File: src/rtl/usb_multi_ep_protocol_controller.sv
// Bulk-transfer protocol FSM for NUM_EP endpoints sharing one data buffer.
// Tracks DATA0/DATA1 per endpoint, retries IN on ACK timeout, discards bad OUT data.
// Optional feature macro: USB_EP_STALL_EN (per-endpoint halt with STALL handshake).
module usb_multi_ep_protocol_controller #(
    parameter int NUM_EP      = 4,
    parameter int OCC_W       = 7,
    parameter int TIMEOUT_CYC = 128,
    localparam int EP_W       = $clog2(NUM_EP)
) (
    input  logic              clk,
    input  logic              rst,
    input  logic [2:0]        RX_Packet,
    input  logic [EP_W-1:0]   RX_Endpoint,
    input  logic              RX_Toggle,
    input  logic [OCC_W-1:0]  Buffer_Occupancy,
    input  logic [OCC_W-1:0]  TX_Packet_Data_Size,
    input  logic              Buffer_Reserved,
    input  logic [EP_W-1:0]   Reserved_EP,
    input  logic              TX_Done,
    output logic [2:0]        TX_Packet,
    output logic              RX_Transfer_Active,
    output logic              TX_Transfer_Active,
    output logic              RX_Data_Ready,
    output logic              RX_Error,
    output logic              TX_Error,
    output logic              D_Mode,
    output logic              clear,
    output logic [EP_W-1:0]   Active_EP,
`ifdef USB_EP_STALL_EN
    input  logic [NUM_EP-1:0] Stall_Set,
    input  logic [NUM_EP-1:0] Stall_Clr,
    output logic [NUM_EP-1:0] EP_Halted,
`endif
    output logic [NUM_EP-1:0] EP_Toggle
);

    localparam int TMR_W = (TIMEOUT_CYC > 2) ? $clog2(TIMEOUT_CYC) : 1;
    localparam logic [TMR_W-1:0] TMR_LAST = TMR_W'(TIMEOUT_CYC - 1);

    localparam logic [2:0] RX_IN   = 3'b001;
    localparam logic [2:0] RX_OUT  = 3'b010;
    localparam logic [2:0] RX_ACK  = 3'b011;
    localparam logic [2:0] RX_NAK  = 3'b100;
    localparam logic [2:0] RX_DOK  = 3'b101;
    localparam logic [2:0] RX_DERR = 3'b110;

    localparam logic [2:0] TX_NONE  = 3'b000;
    localparam logic [2:0] TX_DATA0 = 3'b001;
    localparam logic [2:0] TX_DATA1 = 3'b010;
    localparam logic [2:0] TX_ACK   = 3'b011;
    localparam logic [2:0] TX_NAK   = 3'b100;
`ifdef USB_EP_STALL_EN
    localparam logic [2:0] TX_STALL = 3'b101;
`endif

    typedef enum logic [3:0] {
        ST_IDLE, ST_OUT_RX, ST_OUT_ACK, ST_OUT_DUP, ST_OUT_NAK,
        ST_IN_TX, ST_IN_WAIT, ST_IN_NAK
`ifdef USB_EP_STALL_EN
        , ST_STALL
`endif
    } state_t;

    state_t            state, state_n;
    logic [TMR_W-1:0]  timer, timer_n;
    logic [EP_W-1:0]   ep_n;
    logic [NUM_EP-1:0] toggle_n;
    logic [2:0]        tx_pkt_n;
    logic              rx_act_n, tx_act_n, rdy_n, rx_err_n, tx_err_n, dmode_n, clear_n;
    logic              token, in_ready;
`ifdef USB_EP_STALL_EN
    logic [NUM_EP-1:0] halted_n;
`endif

    // Next state, toggle/timer updates and next registered output values.
    always_comb begin
        state_n  = state;
        timer_n  = timer;
        ep_n     = Active_EP;
        toggle_n = EP_Toggle;
        rdy_n    = 1'b0;
        rx_err_n = 1'b0;
        tx_err_n = 1'b0;
        clear_n  = 1'b0;
        tx_pkt_n = TX_NONE;
        rx_act_n = 1'b0;
        tx_act_n = 1'b0;
        dmode_n  = 1'b0;
        token    = (RX_Packet == RX_IN) || (RX_Packet == RX_OUT);
        in_ready = Buffer_Reserved && (Reserved_EP == RX_Endpoint) &&
                   (Buffer_Occupancy == TX_Packet_Data_Size) && (TX_Packet_Data_Size != '0);

        case (state)
            ST_IDLE: begin
                if (token) begin
                    ep_n = RX_Endpoint;
`ifdef USB_EP_STALL_EN
                    if (EP_Halted[RX_Endpoint]) state_n = ST_STALL;
                    else
`endif
                    if (RX_Packet == RX_OUT) begin
                        if (Buffer_Occupancy == '0 && !Buffer_Reserved) begin
                            state_n = ST_OUT_RX;
                        end else begin
                            state_n  = ST_OUT_NAK;
                            rx_err_n = 1'b1;
                        end
                    end else if (in_ready) begin
                        state_n = ST_IN_TX;
                    end else begin
                        state_n  = ST_IN_NAK;
                        tx_err_n = 1'b1;
                    end
                end
            end
            ST_OUT_RX: begin
                if (RX_Packet == RX_DOK) begin
                    if (RX_Toggle == EP_Toggle[Active_EP]) begin
                        state_n             = ST_OUT_ACK;
                        toggle_n[Active_EP] = ~EP_Toggle[Active_EP];
                        rdy_n               = 1'b1;
                    end else begin
                        // Host retry of data already accepted: ACK it but drop the copy.
                        state_n = ST_OUT_DUP;
                        clear_n = 1'b1;
                    end
                end else if (RX_Packet == RX_DERR || token) begin
                    state_n  = ST_IDLE;
                    clear_n  = 1'b1;
                    rx_err_n = 1'b1;
                end
            end
            ST_IN_TX: begin
                if (TX_Done) begin
                    state_n = ST_IN_WAIT;
                    timer_n = '0;
                end
            end
            ST_IN_WAIT: begin
                if (RX_Packet == RX_ACK) begin
                    state_n             = ST_IDLE;
                    clear_n             = 1'b1;
                    toggle_n[Active_EP] = ~EP_Toggle[Active_EP];
                end else if (RX_Packet == RX_NAK || token || timer == TMR_LAST) begin
                    state_n  = ST_IDLE;
                    tx_err_n = 1'b1;
                end else begin
                    timer_n = timer + TMR_W'(1);
                end
            end
            default: begin
                // Handshake-sending states: only TX_Done matters, RX packets are dropped.
                if (TX_Done) state_n = ST_IDLE;
            end
        endcase

`ifdef USB_EP_STALL_EN
        halted_n = (EP_Halted & ~Stall_Clr) | Stall_Set;
        toggle_n = toggle_n & ~(Stall_Clr & ~Stall_Set);
`endif

        // Level outputs follow the state being entered so they register with it.
        case (state_n)
            ST_OUT_RX: begin
                rx_act_n = 1'b1;
                dmode_n  = 1'b1;
            end
            ST_OUT_ACK, ST_OUT_DUP: begin
                tx_pkt_n = TX_ACK;
                dmode_n  = 1'b1;
            end
            ST_OUT_NAK, ST_IN_NAK: tx_pkt_n = TX_NAK;
            ST_IN_TX: begin
                tx_act_n = 1'b1;
                tx_pkt_n = toggle_n[ep_n] ? TX_DATA1 : TX_DATA0;
            end
            ST_IN_WAIT: tx_act_n = 1'b1;
`ifdef USB_EP_STALL_EN
            ST_STALL: tx_pkt_n = TX_STALL;
`endif
            default: tx_pkt_n = TX_NONE;
        endcase
    end

    // State, per-endpoint bookkeeping and registered outputs.
    always_ff @(posedge clk) begin
        if (rst) begin
            state              <= ST_IDLE;
            timer              <= '0;
            Active_EP          <= '0;
            EP_Toggle          <= '0;
            TX_Packet          <= TX_NONE;
            RX_Transfer_Active <= 1'b0;
            TX_Transfer_Active <= 1'b0;
            RX_Data_Ready      <= 1'b0;
            RX_Error           <= 1'b0;
            TX_Error           <= 1'b0;
            D_Mode             <= 1'b0;
            clear              <= 1'b0;
`ifdef USB_EP_STALL_EN
            EP_Halted          <= '0;
`endif
        end else begin
            state              <= state_n;
            timer              <= timer_n;
            Active_EP          <= ep_n;
            EP_Toggle          <= toggle_n;
            TX_Packet          <= tx_pkt_n;
            RX_Transfer_Active <= rx_act_n;
            TX_Transfer_Active <= tx_act_n;
            RX_Data_Ready      <= rdy_n;
            RX_Error           <= rx_err_n;
            TX_Error           <= tx_err_n;
            D_Mode             <= dmode_n;
            clear              <= clear_n;
`ifdef USB_EP_STALL_EN
            EP_Halted          <= halted_n;
`endif
        end
    end

endmodule
File: config.mk
export PLATFORM = sky130hd
export DESIGN_NAME = usb_multi_ep_protocol_controller
export DESIGN_NICKNAME = d
export VERILOG_FILES = /design/src/rtl/usb_multi_ep_protocol_controller.sv
export SDC_FILE = /design/constraint.sdc
export NUM_CORES = 1
export LEC_CHECK = 0
export BUFFER_PORTS_ARGS = -buffer_cell sky130_fd_sc_hd__buf_2
export CAP_MARGIN = 20
export CORE_MARGIN = 4
export CORE_UTILIZATION = 52
export DETAILED_ROUTE_END_ITERATION = 6
export PLACE_DENSITY_LB_ADDON = 0.15
export SETUP_SLACK_MARGIN = 0.02
export SKIP_CTS_REPAIR_TIMING = 1
export SLEW_MARGIN = 10
export SYNTH_ARGS = -nofsm -noshare
export SYNTH_HDL_FRONTEND = slang
export SYNTH_SLANG_ARGS = --single-unit
File: constraint.sdc
create_clock -name clk -period 2.9 [get_ports clk]
set_input_delay 0.29 -clock clk [delete_from_list [all_inputs] [get_ports clk]]
set_output_delay 0.29 -clock clk [all_outputs]
set_load 0.05 [all_outputs]
==> impl_metrics.ini, run 1 <==
[run_status]
status = complete, no violations

[critical_path]
r2r-start = Active_EP[0]
reg2reg_depth = 6
crit_type = flip-flop to flip-flop
cp-end-kind = flip-flop
cp_max_fo = 9
worstPathArrival_ns = 2.58
r2r_slack_ns = 0.56
required_ns = 3.13
worstReg2RegEnd = TX_Packet[0]
start_kind = flip-flop

[sta]
min_period_over_period_pct = 80.8
fin_crit_ns = 2.34
max_freq_ghz = 0.427
worst_pin_slew_ns = 0.491
fin_skew_ns = 0.00390
setup_viol = 0
hold_viol_final = 0
relSlewSlack_pct = 67.2
hold_ws_ns = 0.317
tns_ns = 0
rsz0062_at_grt = false
maxSlewViolCount = 0

[drt]
drc = 0
first_pass_iters = 4
totalWireLength_um = 4020
via_count = 1586
drt-initial-drc-count = 140
ant_nets = 0
viasPerCell = 5.81
wl_per_cell_um = 14.7

[floorplan]
rows = 20
die_area_um2 = 4140
fp.coreArea_um2 = 3050
die_h_um = 64.4
start_util_pct = 54.1
io_pins = 42
die_w_um = 64.4

[power_and_ir_drop]
worst_ir_drop_vdd_mv = 0.174
p_leak_nw = 0.741
powerDensity_nw_per_um2 = 420

[final_layout]
antenna_cells = 0
final_util_pct = 62.0
fin_area_um2 = 1890
area_delta_synth_final_pct = 14.7
final_nets = 257
fill_cells = 288
drive_above_1_share_pct = 24.5

[synthesis]
synth.net_count = 218
synth_cells = 191
synth_edf_count = 0
yosys.area.top_type = dfxtp_1
yosysWarnings = 0
synth_top_area_share_pct = 32.7
syn_area_per_cell_um2 = 8.65
seq_area_frac_synth_pct = 32.7
synthTopCellsByArea = dfxtp_1, nor2_1, xor2_1, xnor2_1, a21oi_1
synth_cell_types = 58
ys_ff_latch = 27
netlist_area_um2 = 1650
synth_ff_type = dfxtp_1
async_flop_share_pct = 0

[clocking]
insertion_delay_ns = 0.32
htreeDepth = 1
clock_path_buffers = 2
path_clk_slew_ns = 0.15
cts-buffers-inserted = 3
clkSinkCount = 27
cts-root-buf = clkbuf_4
tritoncts = built

[min_path]
holdPathStages = 3
hp-class = input pin to flip-flop
min_to = clear
worstHoldStart = RX_Packet[0]

[placed_design]
place.gp.congestion = 0.933
port_buffers = 41
placed_area_um2 = 1870
dp_hpwl_um = 3160

[job]
cap_viol_max_count = 0

[global_route]
grt.overflow.total = 0
antenna_found_initial = 0
grt_usage_pct = 20.1
grt_pass1_vias = 1496
grt_max_degree = 18
grt_first_pass_wirelength_um = 6740
## synth_stat cells, types with 2 or more instances
master	number
mux2i_1	2
xnor2_1	7
buf_4	3
dfxtp_1	27
inv_1	6
clkbuf_1	2
a31oi_1	4
o2111ai_1	3
a21oi_1	12
nand4_1	5
nand3_1	7
nand2_1	10
nand2b_1	5
nor2_1	22
and3_1	2
nor4_1	4
nor3_1	6
xor2_1	9
nor2b_1	8
o21ai_0	3
o211ai_1	6
a211oi_1	2
## logic make-up after synthesis
family	Yosys count	synth area share, %
AND/OR/NAND/NOR	85	31.1
flip-flops	27	32.7
adder cells (fa/ha/maj)	1	0.757
buffers and inverters	13	4.09
XOR/XNOR	17	9.47
AO/OA/AOI/OAI	44	18.6
multiplexers	4	3.26
## metal layers
layer / GRT usage [%] / up-vias / part of all wire, %
li1: - / 792 / -
met1: 25.5 / 733 / 45
met2: 34.3 / 55 / 48
met3: 4.04 / 6 / 6.0
met4: 6.07 / 0 / 1.4
met5: 0 / - / 0
## cell usage in the layout (no fill, tap or decap), types with 2 or more instances in the layout
master	instances
clkbuf_4	3
nor2b_1	8
xor2_1	9
nor4_1	4
dfxtp_1	27
nor2_1	22
nand3_1	7
o211ai_1	6
inv_1	6
mux2i_1	2
nand4_1	5
buf_2	41
o21ai_0	3
a211oi_1	2
a21oi_1	12
o2111ai_1	3
nand2b_1	5
and3_1	2
a31oi_1	4
xnor2_1	7
nand2_1	10
nor3_1	6
## flip-flops by register name (all words and copies together), names as in the netlist
name and count:
Active_EP 2, D_Mode 1, EP_Toggle 4, RX_Data_Ready 1
RX_Error 1, RX_Transfer_Active 1, TX_Error 1, TX_Packet 3
TX_Transfer_Active 1, clear 1, state 4, timer 7
## layout make-up
type	instances	area [µm²]	share of cell area, %
clock buffers	3	22.5	1.19
repair buffers	41	205	10.8
well taps	44	55.1	2.91
flip-flops and latches	27	541	28.5
inverters	6	22.5	1.19
clock inverters	1	5.00	0.264
multi-input cells	151	1040	55.1
## through the flow
| stage | worst slack (ns) | power [mW] | cells |
|---|---|---|---|
| 2_1_floorplan | 0.403 | 0.580 | 191 |
| 3_3_place_gp | 0.630 | 0.635 | 269 |
| 3_5_place_dp | 0.578 | 0.640 | 269 |
| 4_1_cts | 0.551 | 0.802 | 273 |
| 5_1_grt | 0.407 | 0.840 | 273 |
| 6_report | 0.555 | 0.796 | 273 |
## report_power, final
part	total, mW	leakage (nW)	internal [mW]	switching, mW
Sequential	0.405	0.219	0.389	0.0166
Clock	0.162	0.0177	0.0516	0.111
Combinational	0.229	0.504	0.0820	0.147
Total	0.796	0.741	0.522	0.274
## worst max-delay path: stages (launching register included)
cell and delay [ns]:
dfxtp_1 0.52, mux4_2 0.60, xor2_2 0.33, o21ai_0 0.17, o2111ai_1 0.22, a32oi_1 0.17
a31o_1 0.25
## how the worst max path moves through the flow
stage / depth (start not counted) / slack [ns] / to / from
2_1_floorplan: 7 / 0.40 / TX_Transfer_Active / Active_EP[0]
3_3_place_gp: 6 / 0.63 / TX_Transfer_Active / Active_EP[0]
3_5_place_dp: 6 / 0.58 / TX_Packet[0] / Active_EP[0]
4_1_cts: 6 / 0.55 / TX_Packet[0] / Active_EP[0]
5_1_grt: 6 / 0.41 / TX_Packet[1] / Active_EP[0]
6_report: 6 / 0.56 / TX_Packet[0] / Active_EP[0]
Power figures use the tool's default switching activity.
==> inputs of run 2 (changes only) <==
- ABC_AREA: default -> 1
- CORE_UTILIZATION: 52 -> 48
- clock period: 2.9 -> 2.12 ns (I/O delays scaled with it)
==> impl_metrics.ini, run 2 <==
[global_route]
grt_first_pass_wirelength_um = 6290
antenna_found_initial = 0
grt_max_degree = 18
grt_pass1_vias = 1560
grt.overflow.total = 0
grt_usage_pct = 17.5

[clocking]
path_clk_slew_ns = 0.16
tritoncts = built
clock_path_buffers = 2
insertion_delay_ns = 0.33
cts-root-buf = clkbuf_4
clkSinkCount = 27
htreeDepth = 1
cts-buffers-inserted = 3

[synthesis]
post-synth-top-count-cell = nand2_1
synth_top_area_share_pct = 31.0
netlist_area_um2 = 1750
yosys.area.top_type = dfxtp_1
synth_cell_types = 33
synth_edf_count = 0
synth.net_count = 278
synthTopCellsByArea = dfxtp_1, nand2_1, nor2_1, inv_1, nand3_1
yosysWarnings = 0
synth_ff_type = dfxtp_1
seq_area_frac_synth_pct = 31.0
synth_cells = 251
ys_ff_latch = 27
async_flop_share_pct = 0
synth_commonest_cells = nand2_1, nor2_1, dfxtp_1, inv_1, nand3_1
syn_area_per_cell_um2 = 6.95

[final_layout]
antenna_cells = 0
drive_above_1_share_pct = 33.9
stdcell_count = 341
reg_top3 = timer (7), EP_Toggle (4), state (4)
area_delta_synth_final_pct = 16.6
final_nets = 323
fill_cells = 329
largest_register_ffs = 7
regMostFlops = timer
layout_commonest_cell = nand2_1
final-seq-area_um2 = 541
multi_input_area_um2 = 1050
layout_common_cells = nand2_1, buf_2, nor2_1, dfxtp_1, inv_1

[critical_path]
worstPathArrival_ns = 2.07
critical_path.slowest_cell = dfxtp_1
cp-end-kind = flip-flop
slowest_delay_ns = 0.40
cp_cell_sequence = ha_1 -> nand3_1 -> nor2_1 -> nand2_1 -> nand4_2 -> nor2_4 -> nor2_1 -> nand3_1 -> inv_2 -> nand2_2 -> nor2_2 -> nand3_1 -> nand2_1
cp_top_family = simple AND/OR/NAND/NOR gates
crit_top_cell = nand3_1
crit_type = flip-flop to flip-flop
start_kind = flip-flop
cp_max_fo = 4
required_ns = 2.42
critPathBufInv = 1
r2r_slack_ns = 0.34

[sta]
fin_crit_ns = 1.78
max_freq_ghz = 0.563
setup_viol = 0
fin_skew_ns = 0.00311
worst_pin_slew_ns = 0.365
min_period_over_period_pct = 83.9
maxSlewViolCount = 0
tns_ns = 0
hold_viol_final = 0
relSlewSlack_pct = 75.4
rsz0062_at_grt = false

[drt]
drc = 0
totalWireLength_um = 3580
first_pass_iters = 4
via_count = 1639
ant_nets = 0
wl_per_cell_um = 10.5
drt-initial-drc-count = 70
viasPerCell = 4.81

[placed_design]
dp_hpwl_um = 2970
place.gp.congestion = 0.937
dpl.cell_count = 337
port_buffers = 41

[floorplan]
io_pins = 42
rows = 21
die_area_um2 = 4660
fp.coreArea_um2 = 3420
die_h_um = 68.3
start_util_pct = 51.1
die_w_um = 68.3

[job]
cap_viol_max_count = 0

[min_path]
hp-class = input pin to flip-flop

[power_and_ir_drop]
powerDensity_nw_per_um2 = 515
worst_ir_drop_vdd_mv = 0.393
p_leak_nw = 1.01

[run_status]
status = complete, no violations
[run 2: cell types whose count changed after synthesis, sizes merged, moves of 6 or more]
| cell | delta |
|---|---|
| inv | +31 |
| nor2b | -8 |
| o21ai | +6 |
| nand2 | +59 |
| xor2 | -10 |
| o211ai | -6 |
| nand3 | +19 |
| nor2 | +22 |
[run 2: final cells by class]
type,instances,area share (%)
multi-input combinational,184,51.8
clock inverter,1,0.430
clock buffer,3,1.11
tap,46,2.83
inverter,39,7.25
timing repair buffer,41,10.1
sequential,27,26.6
[run 2: through the flow]
step / hold slack [ns] / worst slack (ns) / total power, mW / cell area, µm² / util (%)
2_1_floorplan: 0.281 / 0.274 / 0.739 / 1750 / -
3_3_place_gp: 0.487 / 0.362 / 0.811 / 2000 / 58.7
3_5_place_dp: 0.481 / 0.364 / 0.812 / 2000 / 58.7
4_1_cts: 0.171 / 0.335 / 1.06 / 2040 / 59.6
5_1_grt: 0.187 / 0.155 / 1.11 / 2040 / 59.6
6_report: 0.182 / 0.342 / 1.05 / 2040 / 59.6
[run 2: final timing paths]
| kind | startpoint | end | depth (start not counted) |
|---|---|---|---|
| setup reg to reg | timer[0] | TX_Packet[0] | 13 |
| setup / recovery | timer[0] | TX_Packet[0] | 13 |
| hold / removal | RX_Endpoint[0] | Active_EP[0] | 3 |
| hold reg to reg | timer[2] | timer[2] | 2 |
[run 2: worst register-to-register path: stages (launching register included)]
cell and delay, ns:
dfxtp_1 0.40, ha_1 0.22, nand3_1 0.09, nor2_1 0.13, nand2_1 0.08, nand4_2 0.10
nor2_4 0.06, nor2_1 0.09, nand3_1 0.15, inv_2 0.10, nand2_2 0.08, nor2_2 0.11
nand3_1 0.08, nand2_1 0.06
[run 2: kinds of logic after synthesis]
family | share of synthesized area (%)
flip-flops | 31.0
XOR/XNOR | 3.01
AO/OA/AOI/OAI | 8.24
adder cells (fa/ha/maj) | 0.717
AND/OR/NAND/NOR | 48.4
buffers and inverters | 8.67
[run 2: report_power, final]
group / internal, mW / switching [mW] / total, mW
Clock: 0.0771 / 0.171 / 0.248
Combinational: 0.0876 / 0.178 / 0.265
Sequential: 0.524 / 0.0119 / 0.536
[run 2: routing by layer]
| metal | GRT usage [%] | vias to the layer above | share of wire (%) |
|---|---|---|---|
| met5 | 0 | - | 0 |
| met4 | 2.98 | 0 | 0.47 |
| met3 | 3.94 | 2 | 3.9 |
| met2 | 30.3 | 22 | 48 |
| met1 | 22.2 | 732 | 47 |
| li1 | - | 883 | - |
